`config.mk`:
```
export PLATFORM = sky130hd
export DESIGN_NAME = cache_control_flat
export DESIGN_NICKNAME = d
export VERILOG_FILES = /design/src/rtl/cache_control_if.sv /design/src/rtl/cache_control.sv /design/src/flat_wrapper.sv
export SDC_FILE = /design/constraint.sdc
export NUM_CORES = 1
export LEC_CHECK = 0
export ABC_CLOCK_PERIOD_IN_PS = 3250
export CORE_AREA = 2 2 39 41
export DETAILED_ROUTE_END_ITERATION = 8
export DIE_AREA = 0 0 41 43
export PLACE_DENSITY = 0.64
export SLEW_MARGIN = 0
export SYNTH_ARGS = -nofsm -noshare
export SYNTH_HDL_FRONTEND = slang
export SYNTH_SLANG_ARGS = --single-unit
```
`constraint.sdc`:
```
create_clock -name clk -period 3.25 [get_ports clk]
set_input_delay 0.65 -clock clk [delete_from_list [all_inputs] [get_ports clk]]
set_output_delay 0.65 -clock clk [all_outputs]
set_load 0.1 [all_outputs]
```
`src/rtl/cache_control_if.sv`:
```
// Bus bundle between the cache controller and its CPU port, physical-memory port and datapath.
// master = the controller; slave = the datapath/memory side that drives the status inputs.
interface cache_control_if;
    logic mem_read;
    logic mem_write;
    logic mem_resp;
    logic hit0;
    logic hit1;
    logic dirty0;
    logic dirty1;
    logic lru;
    logic pmem_resp;
    logic pmem_read;
    logic pmem_write;
    logic pmem_addr_sel;
    logic way_sel;
    logic load_data;
    logic load_tag;
    logic load_valid;
    logic load_dirty;
    logic load_lru;
    logic data_in_sel;
    logic dirty_in;
    logic lru_in;

    modport master (
        input  mem_read, mem_write, hit0, hit1, dirty0, dirty1, lru, pmem_resp,
        output mem_resp, pmem_read, pmem_write, pmem_addr_sel, way_sel,
               load_data, load_tag, load_valid, load_dirty, load_lru,
               data_in_sel, dirty_in, lru_in
    );

    modport slave (
        output mem_read, mem_write, hit0, hit1, dirty0, dirty1, lru, pmem_resp,
        input  mem_resp, pmem_read, pmem_write, pmem_addr_sel, way_sel,
               load_data, load_tag, load_valid, load_dirty, load_lru,
               data_in_sel, dirty_in, lru_in
    );
endinterface

```
`src/rtl/cache_control.sv`:
```
// Control FSM for a 2-way set-associative write-back cache: hit, dirty-victim writeback, line fill.
// Optional hit/miss counters are enabled by defining CACHE_PERF_COUNTERS_EN.
module cache_control #(
    parameter int COUNT_WIDTH = 16
) (
    input  logic clk,
    input  logic rst,
    cache_control_if.master bus
`ifdef CACHE_PERF_COUNTERS_EN
    ,
    output logic [COUNT_WIDTH-1:0] hit_count,
    output logic [COUNT_WIDTH-1:0] miss_count
`endif
);

    if (COUNT_WIDTH < 1) begin : g_bad_width
        $error("cache_control: COUNT_WIDTH must be at least 1");
    end

    typedef enum logic [1:0] {
        CHECK     = 2'd0,
        WRITEBACK = 2'd1,
        ALLOCATE  = 2'd2
    } state_t;

    state_t state;
    state_t next_state;

    logic req;
    logic is_write;
    logic hit;
    logic hit_way;
    logic victim_dirty;
    logic hit_resp;

    assign req          = bus.mem_read | bus.mem_write;
    assign is_write     = bus.mem_write;
    assign hit          = bus.hit0 | bus.hit1;
    assign hit_way      = bus.hit1;
    assign victim_dirty = bus.lru ? bus.dirty1 : bus.dirty0;
    assign hit_resp     = (state == CHECK) && req && hit;

    always_comb begin
        next_state = state;
        case (state)
            CHECK: begin
                if (req && !hit) begin
                    next_state = victim_dirty ? WRITEBACK : ALLOCATE;
                end
            end
            WRITEBACK: begin
                if (bus.pmem_resp) begin
                    next_state = ALLOCATE;
                end
            end
            ALLOCATE: begin
                if (bus.pmem_resp) begin
                    next_state = CHECK;
                end
            end
            default: next_state = CHECK;
        endcase
    end

    // Outputs are forced low while rst is high so an in-flight memory cycle aborts immediately.
    always_comb begin
        bus.mem_resp      = 1'b0;
        bus.pmem_read     = 1'b0;
        bus.pmem_write    = 1'b0;
        bus.pmem_addr_sel = 1'b0;
        bus.way_sel       = 1'b0;
        bus.load_data     = 1'b0;
        bus.load_tag      = 1'b0;
        bus.load_valid    = 1'b0;
        bus.load_dirty    = 1'b0;
        bus.load_lru      = 1'b0;
        bus.data_in_sel   = 1'b0;
        bus.dirty_in      = 1'b0;
        bus.lru_in        = 1'b0;
        if (!rst) begin
            case (state)
                CHECK: begin
                    if (req && hit) begin
                        bus.mem_resp = 1'b1;
                        bus.way_sel  = hit_way;
                        bus.load_lru = 1'b1;
                        bus.lru_in   = ~hit_way;
                        if (is_write) begin
                            bus.load_data  = 1'b1;
                            bus.load_dirty = 1'b1;
                            bus.dirty_in   = 1'b1;
                        end
                    end
                end
                WRITEBACK: begin
                    bus.pmem_write    = 1'b1;
                    bus.pmem_addr_sel = 1'b1;
                    bus.way_sel       = bus.lru;
                end
                ALLOCATE: begin
                    bus.pmem_read = 1'b1;
                    bus.way_sel   = bus.lru;
                    if (bus.pmem_resp) begin
                        bus.load_data   = 1'b1;
                        bus.data_in_sel = 1'b1;
                        bus.load_tag    = 1'b1;
                        bus.load_valid  = 1'b1;
                        bus.load_dirty  = 1'b1;
                    end
                end
                default: ;
            endcase
        end
    end

    always_ff @(posedge clk or posedge rst) begin
        if (rst) begin
            state <= CHECK;
        end else begin
            state <= next_state;
        end
    end

`ifdef CACHE_PERF_COUNTERS_EN
    logic refill;

    // refill marks the hit that completes a fill, so it is not counted as a hit.
    always_ff @(posedge clk or posedge rst) begin
        if (rst) begin
            hit_count  <= '0;
            miss_count <= '0;
            refill     <= 1'b0;
        end else begin
            if ((state == CHECK) && req && !hit && (miss_count != '1)) begin
                miss_count <= miss_count + COUNT_WIDTH'(1);
            end
            if (hit_resp && !refill && (hit_count != '1)) begin
                hit_count <= hit_count + COUNT_WIDTH'(1);
            end
            if ((state == ALLOCATE) && bus.pmem_resp) begin
                refill <= 1'b1;
            end else if (hit_resp) begin
                refill <= 1'b0;
            end
        end
    end
`endif

endmodule

```
`src/flat_wrapper.sv`:
```
// flat-port wrapper written by rule: the top's interface ports become plain ports
module cache_control_flat 
#(
    parameter int COUNT_WIDTH = 16
)
  (clk, rst, bus_mem_read, bus_mem_write, bus_hit0, bus_hit1, bus_dirty0, bus_dirty1, bus_lru, bus_pmem_resp, bus_mem_resp, bus_pmem_read, bus_pmem_write, bus_pmem_addr_sel, bus_way_sel, bus_load_data, bus_load_tag, bus_load_valid, bus_load_dirty, bus_load_lru, bus_data_in_sel, bus_dirty_in, bus_lru_in);
  cache_control_if bus_i ();
  input  logic clk;
  input  logic rst;
  input wire logic [$bits(bus_i.mem_read)-1:0] bus_mem_read;
  input wire logic [$bits(bus_i.mem_write)-1:0] bus_mem_write;
  input wire logic [$bits(bus_i.hit0)-1:0] bus_hit0;
  input wire logic [$bits(bus_i.hit1)-1:0] bus_hit1;
  input wire logic [$bits(bus_i.dirty0)-1:0] bus_dirty0;
  input wire logic [$bits(bus_i.dirty1)-1:0] bus_dirty1;
  input wire logic [$bits(bus_i.lru)-1:0] bus_lru;
  input wire logic [$bits(bus_i.pmem_resp)-1:0] bus_pmem_resp;
  output wire logic [$bits(bus_i.mem_resp)-1:0] bus_mem_resp;
  output wire logic [$bits(bus_i.pmem_read)-1:0] bus_pmem_read;
  output wire logic [$bits(bus_i.pmem_write)-1:0] bus_pmem_write;
  output wire logic [$bits(bus_i.pmem_addr_sel)-1:0] bus_pmem_addr_sel;
  output wire logic [$bits(bus_i.way_sel)-1:0] bus_way_sel;
  output wire logic [$bits(bus_i.load_data)-1:0] bus_load_data;
  output wire logic [$bits(bus_i.load_tag)-1:0] bus_load_tag;
  output wire logic [$bits(bus_i.load_valid)-1:0] bus_load_valid;
  output wire logic [$bits(bus_i.load_dirty)-1:0] bus_load_dirty;
  output wire logic [$bits(bus_i.load_lru)-1:0] bus_load_lru;
  output wire logic [$bits(bus_i.data_in_sel)-1:0] bus_data_in_sel;
  output wire logic [$bits(bus_i.dirty_in)-1:0] bus_dirty_in;
  output wire logic [$bits(bus_i.lru_in)-1:0] bus_lru_in;
  assign bus_i.mem_read = bus_mem_read;
  assign bus_i.mem_write = bus_mem_write;
  assign bus_i.hit0 = bus_hit0;
  assign bus_i.hit1 = bus_hit1;
  assign bus_i.dirty0 = bus_dirty0;
  assign bus_i.dirty1 = bus_dirty1;
  assign bus_i.lru = bus_lru;
  assign bus_i.pmem_resp = bus_pmem_resp;
  assign bus_mem_resp = bus_i.mem_resp;
  assign bus_pmem_read = bus_i.pmem_read;
  assign bus_pmem_write = bus_i.pmem_write;
  assign bus_pmem_addr_sel = bus_i.pmem_addr_sel;
  assign bus_way_sel = bus_i.way_sel;
  assign bus_load_data = bus_i.load_data;
  assign bus_load_tag = bus_i.load_tag;
  assign bus_load_valid = bus_i.load_valid;
  assign bus_load_dirty = bus_i.load_dirty;
  assign bus_load_lru = bus_i.load_lru;
  assign bus_data_in_sel = bus_i.data_in_sel;
  assign bus_dirty_in = bus_i.dirty_in;
  assign bus_lru_in = bus_i.lru_in;
  cache_control #(.COUNT_WIDTH(COUNT_WIDTH)) u_core (.clk(clk), .rst(rst), .bus(bus_i));
endmodule
```
## Word level (Yosys, flattened, before mapping)

Cells that the tools add are included.

| storage, ports and cells | value |
|---|---|
| register bits after elaboration | 2 |
| input bits | 10 |
| output and inout port bits | 13 |

| cells by class | value |
|---|---|
| equality and inequality tests | 5 |
| mux-type cells | 28 |
| bitwise operators | 3 |
| reductions and logical operators | 6 |

Operator list:

| operator | count |
|---|---|
| two-way mux 1 bit | 21 |
| two-way mux 2 bit | 4 |
| != test 2 bit (second input constant) | 3 |
| case mux 2 bit (3 select lines) | 1 |
| case mux 1 bit (2 select lines) | 2 |
| AND reduction 3 bit | 1 |
| == test 2 x 1 -> 1 bit (second input constant) | 1 |
| == test 2 bit (second input constant) | 1 |
| logical AND 1 bit | 2 |
| logical NOT 2 bit | 1 |
| OR 1 bit | 2 |
| OR reduction 2 bit | 1 |
| logical NOT 1 bit | 1 |
| inverter 1 bit | 1 |

## Depth between registers and ports, before layout

| depth | value |
|---|---|
| depth in word-level cells | 5 |
| depth in mapped cells | 5 |

## Worst setup path before layout

Ideal clock, no wire load.

| timing path | value |
|---|---|
| path kind | input port to output port |
| from | input port rst |
| to | output port bus_lru_in |
| data arrival time | 3.707 ns |
| data required time | 2.600 ns |
| setup slack | -1.107 ns |
| stages | 2 |
| path buffers | 1 |
| cell sequence | clkbuf_2 nor4_1 |

| between the ends | value |
|---|---|
| longest elaborated chain between the ends | 1 |

Ends and longest elaborated chain:

| what | line | RTL |
|---|---|---|
| start: declaration | flat_wrapper.sv:9 | `input logic rst;` |
| two-way mux 1 bit | cache_control.sv:80 | `if (!rst) begin` |
| end: declaration | flat_wrapper.sv:30 | `output wire logic [$bits(bus_i.lru_in)-1:0] bus_lru_in;` |

No other way between the ends.

## Worst setup path in the final report

| timing path | value |
|---|---|
| from | input port rst |
| to | output port bus_load_tag |

| between the ends | value |
|---|---|
| longest elaborated chain between the ends | 1 |

Ends and longest elaborated chain:

| what | line | RTL |
|---|---|---|
| two-way mux 1 bit | cache_control.sv:80 |  |
| end: declaration | flat_wrapper.sv:24 | `output wire logic [$bits(bus_i.load_tag)-1:0] bus_load_tag;` |

No other way between the ends.

==> out/qor.csv <==
stage,metric,value,unit
outcome,status,finished clean,
clock_tree,postCtsHoldBufs,0,
layout,regMostFlops,u_core.state,
timing,fin_tns_setup,0,ns
grt,grt_max_degree,9,
worst_setup_path,reg2reg_from,u_core.state[0]$_DFFE_PP0P_,
grt,grt.total_usage,11.85,%
grt,antenna_found_initial,0,
timing,rsz0062_at_grt,false,
floorplan,die_w,41,um
layout,final-seq-area,50.05,sq um
floorplan,core,1384,sq um
clock_tree,cts_htree_levels,1,
layout,largest_reg_flops,2,
worst_hold_path,min_delay_path_depth,1,
worst_setup_path,crit_family,buffers and inverters,
clock_tree,worst_skew_pair.late_latency,0.22,ns
logic_synthesis,syn_area,314.1,sq um
logic_synthesis,ys_ff_latch,2,
clock_tree,cts_sinks,2,
worst_setup_path,crit_chain,clkdlybuf4s50_1 > nor2b_2 > and2_2 > buf_12,
logic_synthesis,synth-seq-area-share,15.94,%
timing,maxSlewHeadroom,73.92,%
layout,reg_top3,u_core.state x2,
worst_setup_path,cp_max_fo,8,
logic_synthesis,synth_cells,39,
timing,max_freq,0.3844,GHz
timing,fin_crit_sh,80.05,%
worst_hold_path,worstHoldEndpoint,u_core.state[0]$_DFFE_PP0P_,
worst_setup_path,worst-path-buf-inv,2,
clock_tree,cts-buffers-inserted,3,
flow_run,cap_viol_max_count,0,
timing,hold_viol,0,
place,hpwl,729.7,um
worst_setup_path,r2r_slack,1.85,ns
clock_tree,root_buffer,clkbuf_4,
timing,finalCriticalPeriod,2.602,ns
floorplan,io_pins,23,
drt,vias_per_cell,4.703,
logic_synthesis,dominantRegCellSynth,dfrtp_1,
drt,ant_nets,0,
worst_setup_path,cp.required,2.60,ns
floorplan,initial_core_util,22.69,%
layout,areaGrowthSynthToFinish,119.1,%
timing,slew_violations,0,
clock_tree,post_cts_buffers,0,
clock_tree,post_cts_resized,0,
clock_tree,clockBufferDepth,2,
logic_synthesis,postSynth.asyncResetShare,100.0,%
timing,hold_ws,0.5805,ns
worst_setup_path,crit_arrival,1.95,ns
timing,finalClockSkew,0.003900,ns
drt,wl,808,um
floorplan,die-area,1763,sq um
logic_synthesis,synth_area_leaders,"dfrtp_1 16%, ha_1 16%, buf_4 12%",
timing,setup_violations,0,
worst_setup_path,slowest_delay,0.59,ns
place,io_buffers,22,
timing,tightest_slew,0.3898,ns
floorplan,fp.dieH,43,um
logic_synthesis,synth.avg_cell_area,8.053,sq um
floorplan,rows,14,
grt,grt_pass1_wl,1421,um
layout,diodes,0,
worst_hold_path,hold_class,flop to flop,
clock_tree,path_clk_slew,0.03,ns
worst_setup_path,r2r_end,u_core.state[0]$_DFFE_PP0P_,
logic_synthesis,yosysUniqueCellTypes,21,
layout,multi_input_area,226.5,sq um
worst_setup_path,r2r_cells,5,
worst_setup_path,critPathKind,input port to output pin,
layout,layout.nets,74,
worst_hold_path,hold_start,u_core.state[0]$_DFFE_PP0P_,
layout,utilization,49.73,%
grt,first_global_vias,359,
drt,routedWlPerCell,10.92,um
logic_synthesis,yosysWarnings,0,
pwr,p_per_area,1043,nW/um^2
logic_synthesis,yosys-top-cells-count,"5 x buf_4, 5 x inv_1, 4 x ha_1, 4 x nor2_1, 3 x nor3_1",
drt,dr.pass1.iters,4,
logic_synthesis,yosysTopAreaCell,dfrtp_1,
drt,drt-initial-drc-count,8,
worst_setup_path,start_kind,input port,
pwr,p_leak,0.2809,nW
layout,drive_gt1_share,43.10,%
pwr,peakVddDrop,424.3,uV
worst_setup_path,end_kind,output pin,
logic_synthesis,synth_top_area_share,15.94,%
layout,fillers,123,
logic_synthesis,synth_fp_nets,53,
grt,grt_overflow,0,
clock_tree,cts_tree,built,
drt,drcViolationCount,0,
worst_setup_path,slowest_stage,clkdlybuf4s50_1,
drt,via_count,348,
place,gp_congestion,0.8420,
logic_synthesis,synth_edf_count,0,
## worst max-delay path by stage
stage,endpoint,startpoint,depth (start not counted)
floorplan,bus_load_tag,rst,4
global placement,bus_data_in_sel,rst,4
detailed placement,bus_load_tag,rst,4
CTS,bus_load_tag,rst,4
global route,bus_load_valid,rst,4
finish,bus_load_tag,rst,4
## per-layer routing
layer / up-vias / routed length (um) / global-route usage [%]
met1: 160 / 293 / 13.18
met5: - / 0 / 0
li1: 169 / - / -
met4: 0 / 8 / 6.000
met2: 17 / 457 / 19.06
met3: 2 / 49 / 3.665
## cells by family after synthesis
family	share of synthesized area (%)
AOI/OAI and AO/OA	26.69
adders and majority gates	15.94
buffers and inverters	19.52
DFF	15.94
muxes	3.187
and+or+nand+nor	18.73
## stage by stage
step / area [sq um] / instances / setup WS [ns] / power [mW]
after global routing: 688.2 / 74 / 0.5852 / 0.7513
final: 688.2 / 74 / 0.6484 / 0.7177
after CTS: 688.2 / 74 / 0.6349 / 0.7246
after detailed placement: 665.6 / 71 / 0.6300 / 0.6671
after global placement: 665.6 / 71 / 0.6658 / 0.6587
after floorplan: 337.8 / 39 / -0.08603 / 0.4779
## worst reg2reg max path, cell delays in order, from the launching register on
cell and delay (ns):
dfrtp_1 0.39, inv_1 0.09, ha_1 0.22, nor2_1 0.20, o221ai_2 0.13, a22o_2 0.27
## final cells by class
| class | count | area share, % |
|---|---|---|
| Timing Repair Buffer | 22 | 50.91 |
| Inverter | 5 | 2.727 |
| Clock buffer | 3 | 3.273 |
| Multi-Input combinational cell | 26 | 32.91 |
| Sequential cell | 2 | 7.273 |
| Tap cell | 16 | 2.909 |
## cells in the final DEF (no fill, tap or decap)
master,Yosys,final
buf_12,0,13
clkdlybuf4s50_1,0,9
inv_1,5,5
nor2_1,4,4
ha_1,4,4
clkbuf_4,0,3
nor3_2,0,2
a32oi_1,2,2
dfrtp_1,2,2
or2_1,1,1
o21ai_4,1,1
o221ai_2,1,1
mux2i_1,1,1
nor3_1,3,1
o21a_1,1,1
a22o_2,1,1
nor4_2,0,1
o211ai_1,1,1
nor2b_2,0,1
and2_2,0,1
nand2_1,1,1
a21oi_2,0,1
o21ai_0,1,1
## power by group
| group | switching, mW | total, mW | internal, mW |
|---|---|---|---|
| Combinational | 0.398 | 0.613 | 0.215 |
| Clock | 0.0141 | 0.0549 | 0.0408 |
| Sequential | 0.0116 | 0.0496 | 0.0379 |
| Total | 0.424 | 0.718 | 0.294 |
(Power assumes the default switching activity.)
